**config.mk**
```make
export PLATFORM = sky130hd
export DESIGN_NAME = rr_arb_mux
export DESIGN_NICKNAME = d
export VERILOG_FILES = /design/src/rtl/mux_pkg.sv /design/src/rtl/rr_arbiter.sv /design/src/rtl/rr_arb_mux.sv
export SDC_FILE = /design/constraint.sdc
export NUM_CORES = 1
export LEC_CHECK = 0
export BUFFER_PORTS_ARGS = -buffer_cell sky130_fd_sc_hd__buf_4
export CAP_MARGIN = 20
export CELL_PAD_IN_SITES_DETAIL_PLACEMENT = 1
export CELL_PAD_IN_SITES_GLOBAL_PLACEMENT = 2
export CORE_ASPECT_RATIO = 1.25
export CORE_MARGIN = 2
export CORE_UTILIZATION = 26
export CTS_CLUSTER_DIAMETER = 120
export CTS_CLUSTER_SIZE = 28
export DETAILED_ROUTE_END_ITERATION = 10
export HOLD_SLACK_MARGIN = 0.05
export MAX_ROUTING_LAYER = met4
export PLACE_DENSITY = 0.94
export SLEW_MARGIN = 20
export SYNTH_ARGS = -nofsm -noshare
export SYNTH_HDL_FRONTEND = slang
export SYNTH_SLANG_ARGS = --single-unit
```
**constraint.sdc**
```tcl
create_clock -name i_clk -period 5.6 [get_ports i_clk]
set_clock_uncertainty 0.15 [all_clocks]
set_input_delay 0.56 -clock i_clk [delete_from_list [all_inputs] [get_ports i_clk]]
set_output_delay 0.56 -clock i_clk [all_outputs]
set_load 0.01 [all_outputs]
```
**src/rtl/mux_pkg.sv**
```systemverilog
// Shared definitions for the round-robin arbitrated mux.
//   MUX_N   : default payload width per channel
//   MUX_M   : default number of input channels
//   mode_e  : arbitration mode (fixed priority or round-robin)
//   state_e : output register occupancy
package mux_pkg;

    localparam int MUX_N = 64;
    localparam int MUX_M = 4;

    typedef enum logic {
        MODE_FIXED = 1'b0,
        MODE_RR    = 1'b1
    } mode_e;

    typedef enum logic {
        ST_EMPTY = 1'b0,
        ST_FULL  = 1'b1
    } state_e;

endpackage

```
**src/rtl/rr_arbiter.sv**
```systemverilog
// Combinational grant logic for rr_arb_mux.
//   req   : per-channel request vector
//   ptr   : round-robin search start index
//   mode  : MODE_FIXED searches from 0, MODE_RR searches from ptr
//   grant : one-hot grant, zero when no request
//   idx   : index of the granted channel (0 when no request)
module rr_arbiter
    import mux_pkg::*;
#(
    parameter int M = MUX_M,
    localparam int S = $clog2(M)
) (
    input  logic [M-1:0] req,
    input  logic [S-1:0] ptr,
    input  mode_e        mode,
    output logic [M-1:0] grant,
    output logic [S-1:0] idx
);

    logic [S-1:0] start;
    logic [S-1:0] cand;
    logic         found;

    always_comb begin
        grant = '0;
        idx   = '0;
        found = 1'b0;
        cand  = '0;
        start = (mode == MODE_RR) ? ptr : '0;
        // Circular scan from start; modulo keeps non-power-of-two M correct.
        for (int unsigned i = 0; i < int'(M); i++) begin
            cand = S'((int'(start) + int'(i)) % M);
            if (!found && req[cand]) begin
                found       = 1'b1;
                grant[cand] = 1'b1;
                idx         = cand;
            end
        end
    end

endmodule

```
**src/rtl/rr_arb_mux.sv**
```systemverilog
// M-to-1 arbitrated mux with a one-entry registered output stage.
//   i_clk, i_rst_n : clock, asynchronous active-low reset
//   i_mode         : 0 fixed priority (lowest index), 1 round-robin
//   i_valid/o_ready: per-channel handshake, o_ready one-hot or zero
//   i_data         : packed per-channel payloads [M-1:0][N-1:0]
//   o_valid/i_ready: output handshake
//   o_data, o_sel  : registered payload and its source channel index
module rr_arb_mux
    import mux_pkg::*;
#(
    parameter int N = MUX_N,
    parameter int M = MUX_M,
    localparam int S = $clog2(M)
) (
    input  logic                i_clk,
    input  logic                i_rst_n,
    input  logic                i_mode,
    input  logic [M-1:0]        i_valid,
    input  logic [M-1:0][N-1:0] i_data,
    output logic [M-1:0]        o_ready,
    output logic                o_valid,
    output logic [N-1:0]        o_data,
    output logic [S-1:0]        o_sel,
    input  logic                i_ready
);

    state_e       state;
    state_e       state_nx;
    logic [S-1:0] ptr;
    logic [M-1:0] grant;
    logic [S-1:0] gidx;
    logic         acc;
    logic         in_xfer;
    logic         out_xfer;

    rr_arbiter #(.M(M)) u_arb (
        .req   (i_valid),
        .ptr   (ptr),
        .mode  (mode_e'(i_mode)),
        .grant (grant),
        .idx   (gidx)
    );

    assign o_valid  = (state == ST_FULL);
    assign acc      = !o_valid || i_ready;
    // Reset gating keeps o_ready quiet while the register is held in reset.
    assign o_ready  = (acc && i_rst_n) ? grant : '0;
    assign in_xfer  = |o_ready;
    assign out_xfer = o_valid && i_ready;

    always_comb begin
        state_nx = state;
        case (state)
            ST_EMPTY: if (in_xfer) state_nx = ST_FULL;
            ST_FULL:  if (out_xfer && !in_xfer) state_nx = ST_EMPTY;
            default:  state_nx = ST_EMPTY;
        endcase
    end

    always_ff @(posedge i_clk or negedge i_rst_n) begin
        if (!i_rst_n) begin
            state  <= ST_EMPTY;
            ptr    <= '0;
            o_data <= '0;
            o_sel  <= '0;
        end else begin
            state <= state_nx;
            if (in_xfer) begin
                o_data <= i_data[gidx];
                o_sel  <= gidx;
                ptr    <= (gidx == S'(M - 1)) ? '0 : gidx + S'(1);
            end
        end
    end

endmodule

```
Word-level counts from Yosys, hierarchy flattened
Cells that the tools add are included.
W data, S select, Z words.
{"block": "word_totals", "register_bits": 69, "inputBits": 264, "out_inout_bits": 71, "wordCells": 74}
{"block": "op_classes", "addsub": 4, "order_cmp": 9, "eq_ne": 1, "n_mux": 35, "bitwise": 4, "reduce_logical": 17}
{"cell": "$bmux W64 S2", "n": 1}
{"cell": "$mux W64", "n": 1}
{"cell": "$mux W4", "n": 5}
{"cell": "$lt A2 B3 Y1 const B", "n": 5}
{"cell": "$mux W1", "n": 13}
{"cell": "$mux W2", "n": 6}
{"cell": "$or A4 B4 Y4", "n": 3}
{"cell": "$logic_and A1 B1 Y1", "n": 10}
{"cell": "$bmux W1 S2", "n": 4}
{"cell": "$demux W1 S2", "n": 4}
{"cell": "$ge A2 B1 Y1 const B", "n": 4}
{"cell": "$logic_not A1 Y1", "n": 5}
{"cell": "$add A2 B1 Y2 const B", "n": 2}
{"cell": "$add A2 B2 Y2 const B", "n": 2}
{"cell": "$reduce_or A4 Y1", "n": 1}
{"cell": "$eq A2 B2 Y1 const B", "n": 1}
{"cell": "$pmux W1 S2", "n": 1}
{"cell": "$logic_or A1 B1 Y1", "n": 1}
{"cell": "$not A1 Y1", "n": 1}

Longest topological paths before layout
Gate-level depths: netlist of the first run.
{"block": "logic_depth", "ltp_word": 19, "mapped_depth": 15}

By module
Synthesis of the first run repeated with hierarchy kept, for this count alone.
{"block": "hier_totals", "hier_cells": 311, "hier_area_um2": 4743.3}
{"module": "rr_arb_mux", "instances": 1, "cells_per_inst": 232, "area_per_inst_um2": 4202.8, "seq_area_each_um2": 1726.7}
{"module": "rr_arbiter", "instances": 1, "cells_per_inst": 79, "area_per_inst_um2": 540.5, "seq_area_each_um2": 0.0}

Least setup slack after synthesis of the first run
OpenSTA, ideal clock, no wires.
{"block": "synth_timing", "path_type": "input -> register", "start": "in i_mode", "end": "reg o_data[46]", "setup_time_ps": 125, "t_arrival_ps": 2772, "required_time_ps": 5325, "path_slack_ps": 2554, "stages": 13, "n_path_buf": 4, "path_cell_list": "and2_1 buf_6 inv_1 ha_1 or3_1 a32oi_1 nor2_1 buf_2 buf_2 buf_2 o21ai_0 a32oi_1 mux2_2"}
{"block": "synth_via", "elab_chain_cells": 15, "word_cells_on_any_way": 56, "cone_classes": "add/sub (3); order compare (8); mux (31); bitwise (3); reduce/logical (11)"}
{"item": "start, declared", "line": "rr_arb_mux.sv:17", "rtl": "input logic i_mode,"}
{"item": "$mux W2 (*)", "line": "rr_arbiter.sv:29", "rtl": "start = (mode == MODE_RR) ? ptr : '0;"}
{"item": "branches (longest 14 deep; another with $lt A2 B3 Y1)"}
{"item": "end signal, assigned", "line": "rr_arb_mux.sv:69", "rtl": "o_data <= i_data[gidx];"}
{"item": "end, declared", "line": "rr_arb_mux.sv:22", "rtl": "output logic [N-1:0] o_data,"}
Every way passes the cells marked *. The select of a mux whose other input is x is not followed.
A chain may end at the register's enable or synchronous reset.

Worst setup path after layout of the first run
{"block": "layout_timing", "start": "reg ptr[0]", "end": "reg o_data[18]"}
{"block": "layout_via", "elab_chain_cells": 15, "word_cells_on_any_way": 56, "cone_classes": "add/sub (3); order compare (8); mux (31); bitwise (3); reduce/logical (11)"}
{"item": "start, declared", "line": "rr_arb_mux.sv:29", "rtl": "logic [S-1:0] ptr;"}
{"item": "start signal, assigned", "line": "rr_arb_mux.sv:71", "rtl": "ptr <= (gidx == S'(M - 1)) ? '0 : gidx + S'(1);"}
{"item": "$mux W2 (*)", "line": "rr_arbiter.sv:29"}
{"item": "branches (longest 14 deep; another with $lt A2 B3 Y1)"}
Marks and branches as above.

==> results of run 1 <==
## cells in the final DEF, fill, tap and decap left out, types with 3 or more instances in the layout
cell type	count
ha_1	8
inv_1	11
a21oi_1	6
nand3_1	69
mux2_1	6
clkbuf_16	9
o21ai_1	16
clkbuf_8	3
buf_4	348
a32oi_1	65
mux2_2	64
a311oi_1	64
a31oi_1	4
nand2_1	10
nand2b_1	5
o21ai_0	122
dfrtp_1	69
and2_1	3
## where the power goes
group | leakage (uW) | switching [uW] | internal, uW
logic | 0.00268 | 1840 | 1540
clock network | 0.000151 | 238 | 384
registers | 0.000805 | 163 | 783
total | 0.00364 | 2240 | 2700
## layer usage
| metal | vias to the layer above | routed length (um) | share of wire |
|---|---|---|---|
| met2 | 284 | 13500 | 0.51 |
| met4 | 0 | 822 | 0.031 |
| met1 | 3384 | 10700 | 0.40 |
| met5 | - | 0 | 0 |
| met3 | 53 | 1550 | 0.059 |
| li1 | 3134 | - | - |
## cells in the mapped netlist, types with 2 or more instances
| library cell | count |
|---|---|
| ha_1 | 8 |
| nor2_1 | 3 |
| mux2_1 | 6 |
| clkbuf_1 | 49 |
| buf_6 | 10 |
| and3_1 | 2 |
| mux4_2 | 2 |
| nand2b_1 | 5 |
| buf_2 | 25 |
| nor2b_1 | 2 |
| nand3_1 | 69 |
| o21ai_1 | 17 |
| mux2_2 | 64 |
| a311oi_1 | 64 |
| inv_1 | 11 |
| nand2_1 | 10 |
| o21a_1 | 3 |
| o21ai_0 | 122 |
| a21oi_1 | 7 |
| dfrtp_1 | 69 |
| buf_4 | 3 |
| buf_1 | 3 |
| a32oi_1 | 65 |
| a31oi_1 | 4 |
| and2_1 | 3 |
## worst paths after layout
check                                      from                endpoint  slack, ns  depth (start not counted)
setup reg to reg             ptr[0]$_DFFE_PN0P_  o_data[18]$_DFFE_PN0P_       1.35                         10
hold / removal             o_sel[1]$_DFFE_PN0P_    o_sel[1]$_DFFE_PN0P_       0.33                          1
min in group asynchronous               i_rst_n  o_data[57]$_DFFE_PN0P_       0.35                          2
setup / recovery             ptr[0]$_DFFE_PN0P_  o_data[18]$_DFFE_PN0P_       1.35                         10
hold reg to reg            o_sel[1]$_DFFE_PN0P_    o_sel[1]$_DFFE_PN0P_       0.33                          1
max in group asynchronous               i_rst_n  o_data[25]$_DFFE_PN0P_       4.32                          2
## worst max-delay path, cell delays in order (launching register included)
cell and delay, ns:
dfrtp_1 0.65, and2_1 0.39, inv_1 0.12, ha_1 0.37, o21a_1 0.17, a221oi_1 0.57
o21a_4 0.72, buf_4 0.41, o21ai_0 0.15, a32oi_1 0.26, mux2_2 0.19
## through the flow
stage / hold slack [ns] / setup slack [ns]
detailed placement: 0.326 / 1.38
global route: 0.353 / 1.04
floorplan: 0.114 / 2.55
global placement: 0.320 / 1.37
finish: 0.334 / 1.35
CTS: 0.339 / 1.39
## layout make-up
class,count,area [sq um],share of cell area
Multi-Input combinational cell,476,3540,0.410
Timing Repair Buffer,350,2650,0.307
Clock buffer,12,267,0.0309
Clock inverter,4,53.8,0.00623
Inverter,12,47.5,0.00551
Sequential cell,69,1730,0.200
Tap cell,279,349,0.0404
## state kept, by name, summed over array words and instances, names as in the netlist
register,flops
o_valid,1
o_sel,2
ptr,2
o_data,64
## kinds of logic after synthesis
logic type	Yosys count	share of synthesized area
AND/OR/NAND/NOR	103	0.0951
adder cells (fa/ha/maj)	8	0.0175
flip-flops	69	0.302
multiplexers	72	0.146
XOR/XNOR	1	0.00153
AO/OA/AOI/OAI	292	0.350
buffers and inverters	102	0.0880
==> flow_summary.json, run 1 <==
{
  "fin_util": 0.401,
  "path_max_fanout": 75,
  "synth_edf_count": 0,
  "drv_cap": 0,
  "synth-seq-cells": 69,
  "met2_usage": 0.380,
  "busiest_layer": "met2",
  "stdcell_count": 1202,
  "synthFlopType": "dfrtp_1",
  "fin_nets": 1190,
  "final_area_sq_um": 8640,
  "arrival_ns": 4.37,
  "avgSynthCellArea_sq_um": 8.83,
  "die_height_um": 170,
  "grt_pass1_wl_um": 40100,
  "end_kind": "flip-flop",
  "htreeDepth": 3,
  "clkLatencyLatePin_ns": 0.34,
  "setup_tns_ns": 0,
  "antenna_found_initial": 0,
  "path_clk_slew_ns": 0.06,
  "setup_viol": 0,
  "syn_nets": 919,
  "drtIter0Drc": 358,
  "yosys.cell_types.count": 46,
  "grt_max_degree": 76,
  "cts.sinks": 69,
  "grt_overflow_total": 0,
  "fmax_mhz": 235,
  "hp-class": "reg -> reg",
  "outcome": "finished, final reports clean",
  "clockRootBuffer": "clkbuf_16",
  "synth_top_cell_by_area": "dfrtp_1",
  "numCtsBuffers": 9,
  "yosys-top-cells-area": "dfrtp_1 30%, mux2_2 13%, o21ai_0 11%",
  "dieArea_sq_um": 23200,
  "fill_cells": 2559,
  "synth_top_area_frac": 0.302,
  "num_antenna_cells": 0,
  "finalHoldViolCount": 0,
  "finalCritPeriodShare": 0.759,
  "via_count": 6855,
  "start_util": 0.265,
  "viasPerCell": 5.70,
  "fin_crit_ns": 4.25,
  "route.detailed.drc": 0,
  "p_per_area_nw_per_um2": 572,
  "place_inst": 1186,
  "hpwl_um": 19200,
  "peakVddDrop_v": 0.000293,
  "report.power.total_uw": 4940,
  "core-area_sq_um": 21500,
  "cts_buffer_depth": 2,
  "postRouteWirelength_um": 26500,
  "syn_area_sq_um": 5710,
  "ant_nets": 0,
  "syn_to_final_growth_pct": 51.2,
  "avgRoutedWirePerCell_um": 22.1,
  "max_slew_margin": 0.354,
  "cts-resized-gates": 0,
  "numPortBuffers": 334,
  "drive_gt1_frac": 0.481,
  "use_met1": 0.281,
  "io_pins": 335,
  "grt_pass1_vias": 7178,
  "p_leak_uw": 0.00364,
  "post_cts_buffers": 0,
  "met3_usage": 0.0373,
  "first_pass_iters": 5,
  "hold_buffers": 0,
  "ys_seq_area_frac": 0.302,
  "place_congestion": 0.902,
  "rsz0062_at_grt": "no",
  "tightestPinTransition_ns": 0.969,
  "cts_tree": "yes",
  "num_rows": 60,
  "cp.required_ns": 5.72,
  "placed_area_sq_um": 8320,
  "ys.warnings.count": 0,
  "cp-start-kind": "flip-flop",
  "slew_viol_final": 0,
  "netlist_instances": 647,
  "async_flop_share": 1.00,
  "die_w_um": 137,
  "grt_use_total": 0.230,
  "criticalPathCategory": "reg -> reg"
}
Note: power is estimated with default switching activity, not from simulation.
==> run 2, diff against run 1 <==
CORE_UTILIZATION = 24   (was 26)
PLACE_DENSITY = 0.89   (was 0.94)
clock period = 4.3 ns   (was 5.6 ns; I/O delays follow)
==> flow_summary.json, run 2 (synthesized netlist as in run 1, its figures left out) <==
{
  "clkLatencyLatePin_ns": 0.33,
  "place_congestion": 0.865,
  "top_register": "o_data",
  "viasPerCell": 5.65,
  "mostFrequentLayoutCells": "344 x buf_4, 122 x o21ai_0, 69 x nand3_1, 69 x dfrtp_1, 65 x a32oi_1",
  "first_pass_iters": 5,
  "post-place-ws_ns": 0.386,
  "numCtsBuffers": 9,
  "drtIter0Drc": 368,
  "drv_cap": 0,
  "max_slew_margin": 0.369,
  "syn_to_final_growth_pct": 53.5,
  "drive_gt1_frac": 0.482,
  "grt_pass1_vias": 7171,
  "path_clk_slew_ns": 0.06,
  "largest_reg_flops": 64,
  "hpwl_um": 18900,
  "p_leak_uw": 0.00367,
  "die_w_um": 142,
  "finalCritPeriodShare": 0.880,
  "num_rows": 63,
  "fin_crit_ns": 3.78,
  "core-area_sq_um": 23600,
  "hp-class": "in -> reg",
  "tightestPinTransition_ns": 0.946,
  "setup_tns_ns": 0,
  "fmax_mhz": 264,
  "outcome": "finished, final reports clean",
  "end_kind": "flip-flop",
  "grt_overflow_total": 0,
  "fin_util": 0.372,
  "layout_commonest_cell": "buf_4",
  "finalHoldViolCount": 0,
  "post_cts_buffers": 0,
  "reg2reg_slack_ns": 0.52,
  "grt_max_degree": 75,
  "report.power.total_uw": 6540,
  "fin_nets": 1194,
  "ant_nets": 0,
  "route.detailed.drc": 0,
  "cts.sinks": 69,
  "cp-start-kind": "flip-flop",
  "criticalPathCategory": "reg -> reg",
  "postRouteWirelength_um": 27200,
  "die_height_um": 176,
  "clockRootBuffer": "clkbuf_16",
  "slew_viol_final": 0,
  "start_util": 0.242,
  "p_per_area_nw_per_um2": 746,
  "antenna_found_initial": 1,
  "setup_viol": 0,
  "path_max_fanout": 39,
  "timing.hold.ws_ns": 0.237,
  "grt_pass1_wl_um": 40700,
  "numPortBuffers": 334,
  "htreeDepth": 3,
  "dieArea_sq_um": 25100,
  "io_pins": 335,
  "cts_tree": "yes",
  "setup_ws_ns": 0.515,
  "arrival_ns": 3.91,
  "cp.required_ns": 4.42,
  "via_count": 6901,
  "avgRoutedWirePerCell_um": 22.3,
  "cts_buffer_depth": 2,
  "peakVddDrop_v": 0.000346,
  "grt_use_total": 0.214,
  "rsz0062_at_grt": "no",
  "reg_top3": "o_data x64, o_sel x2, ptr x2"
}
[run 2: cell count changes in the layout (fill, tap and decap cells not counted)]
cell and change:
buf_12 +7, dlygate4sd3_1 +1, diode_2 +2, clkbuf_8 -1
clkinv_2 +1, buf_4 -4, clkinv_4 +1, inv_6 -1
[run 2: cell type report]
cell class	instances	area, sq um
fillers	2781	14800
clock inverters	5	58.8
multi-input cells	476	3540
inverters	12	47.5
well taps	292	365
diodes	2	5.00
clock buffers	11	253
flip-flops and latches	69	1730
repair buffers	354	2770
[run 2: critical path: stages (launching register included)]
cell and delay [ns]:
dfrtp_1 0.63, and2_1 0.35, inv_1 0.11, ha_1 0.35, o21a_1 0.15, a221oi_1 0.59, o21a_4 0.52, buf_4 0.31
o21ai_0 0.11, a32oi_1 0.25, mux2_2 0.19
[run 2: what timing repair did]
| item | CTS | global route |
|---|---|---|
| hold buffers | 1 | 0 |
| resized for setup | 0 | 0 |
| endpoints found under the setup margin | 0 | 0 |
| hold endpoints to repair | 5 | 0 |
[run 2: path summary, 6_finish.rpt]
check / end / cells after the start / from
max reg2reg: o_data[46]$_DFFE_PN0P_ / 10 / ptr[0]$_DFFE_PN0P_
max in group asynchronous: o_data[29]$_DFFE_PN0P_ / 3 / i_rst_n
min: o_valid$_DFF_PN0_ / 3 / i_ready
min reg2reg: o_sel[1]$_DFFE_PN0P_ / 1 / o_sel[1]$_DFFE_PN0P_
max: o_data[46]$_DFFE_PN0P_ / 10 / ptr[0]$_DFFE_PN0P_
min in group asynchronous: o_data[35]$_DFFE_PN0P_ / 2 / i_rst_n
[run 2: power breakdown]
group	total, uW	leakage, uW	internal, uW	switching, uW
Combinational	4510	0.00272	2080	2430
Clock	794	0.000148	482	312
Sequential	1240	0.000805	1020	221
Total	6540	0.00367	3580	2960
[run 2: layer usage]
metal  routed length (um)  GRT usage  up-vias  share of wire
met5                    0          -        -              0
met3                 1510     0.0388       48          0.056
met4                  862     0.0788        0          0.032
li1                     -          -     3132              -
met1                11100      0.257     3421           0.41
met2                13700      0.358      300           0.50
[run 2: stage by stage]
| step | area, sq um | cells |
|---|---|---|
| 2_1_floorplan | 5710 | 647 |
| 3_3_place_gp | 8420 | 1201 |
| 3_5_place_dp | 8420 | 1201 |
| 4_1_cts | 8740 | 1218 |
| 5_1_grt | 8770 | 1220 |
| 6_report | 8770 | 1221 |
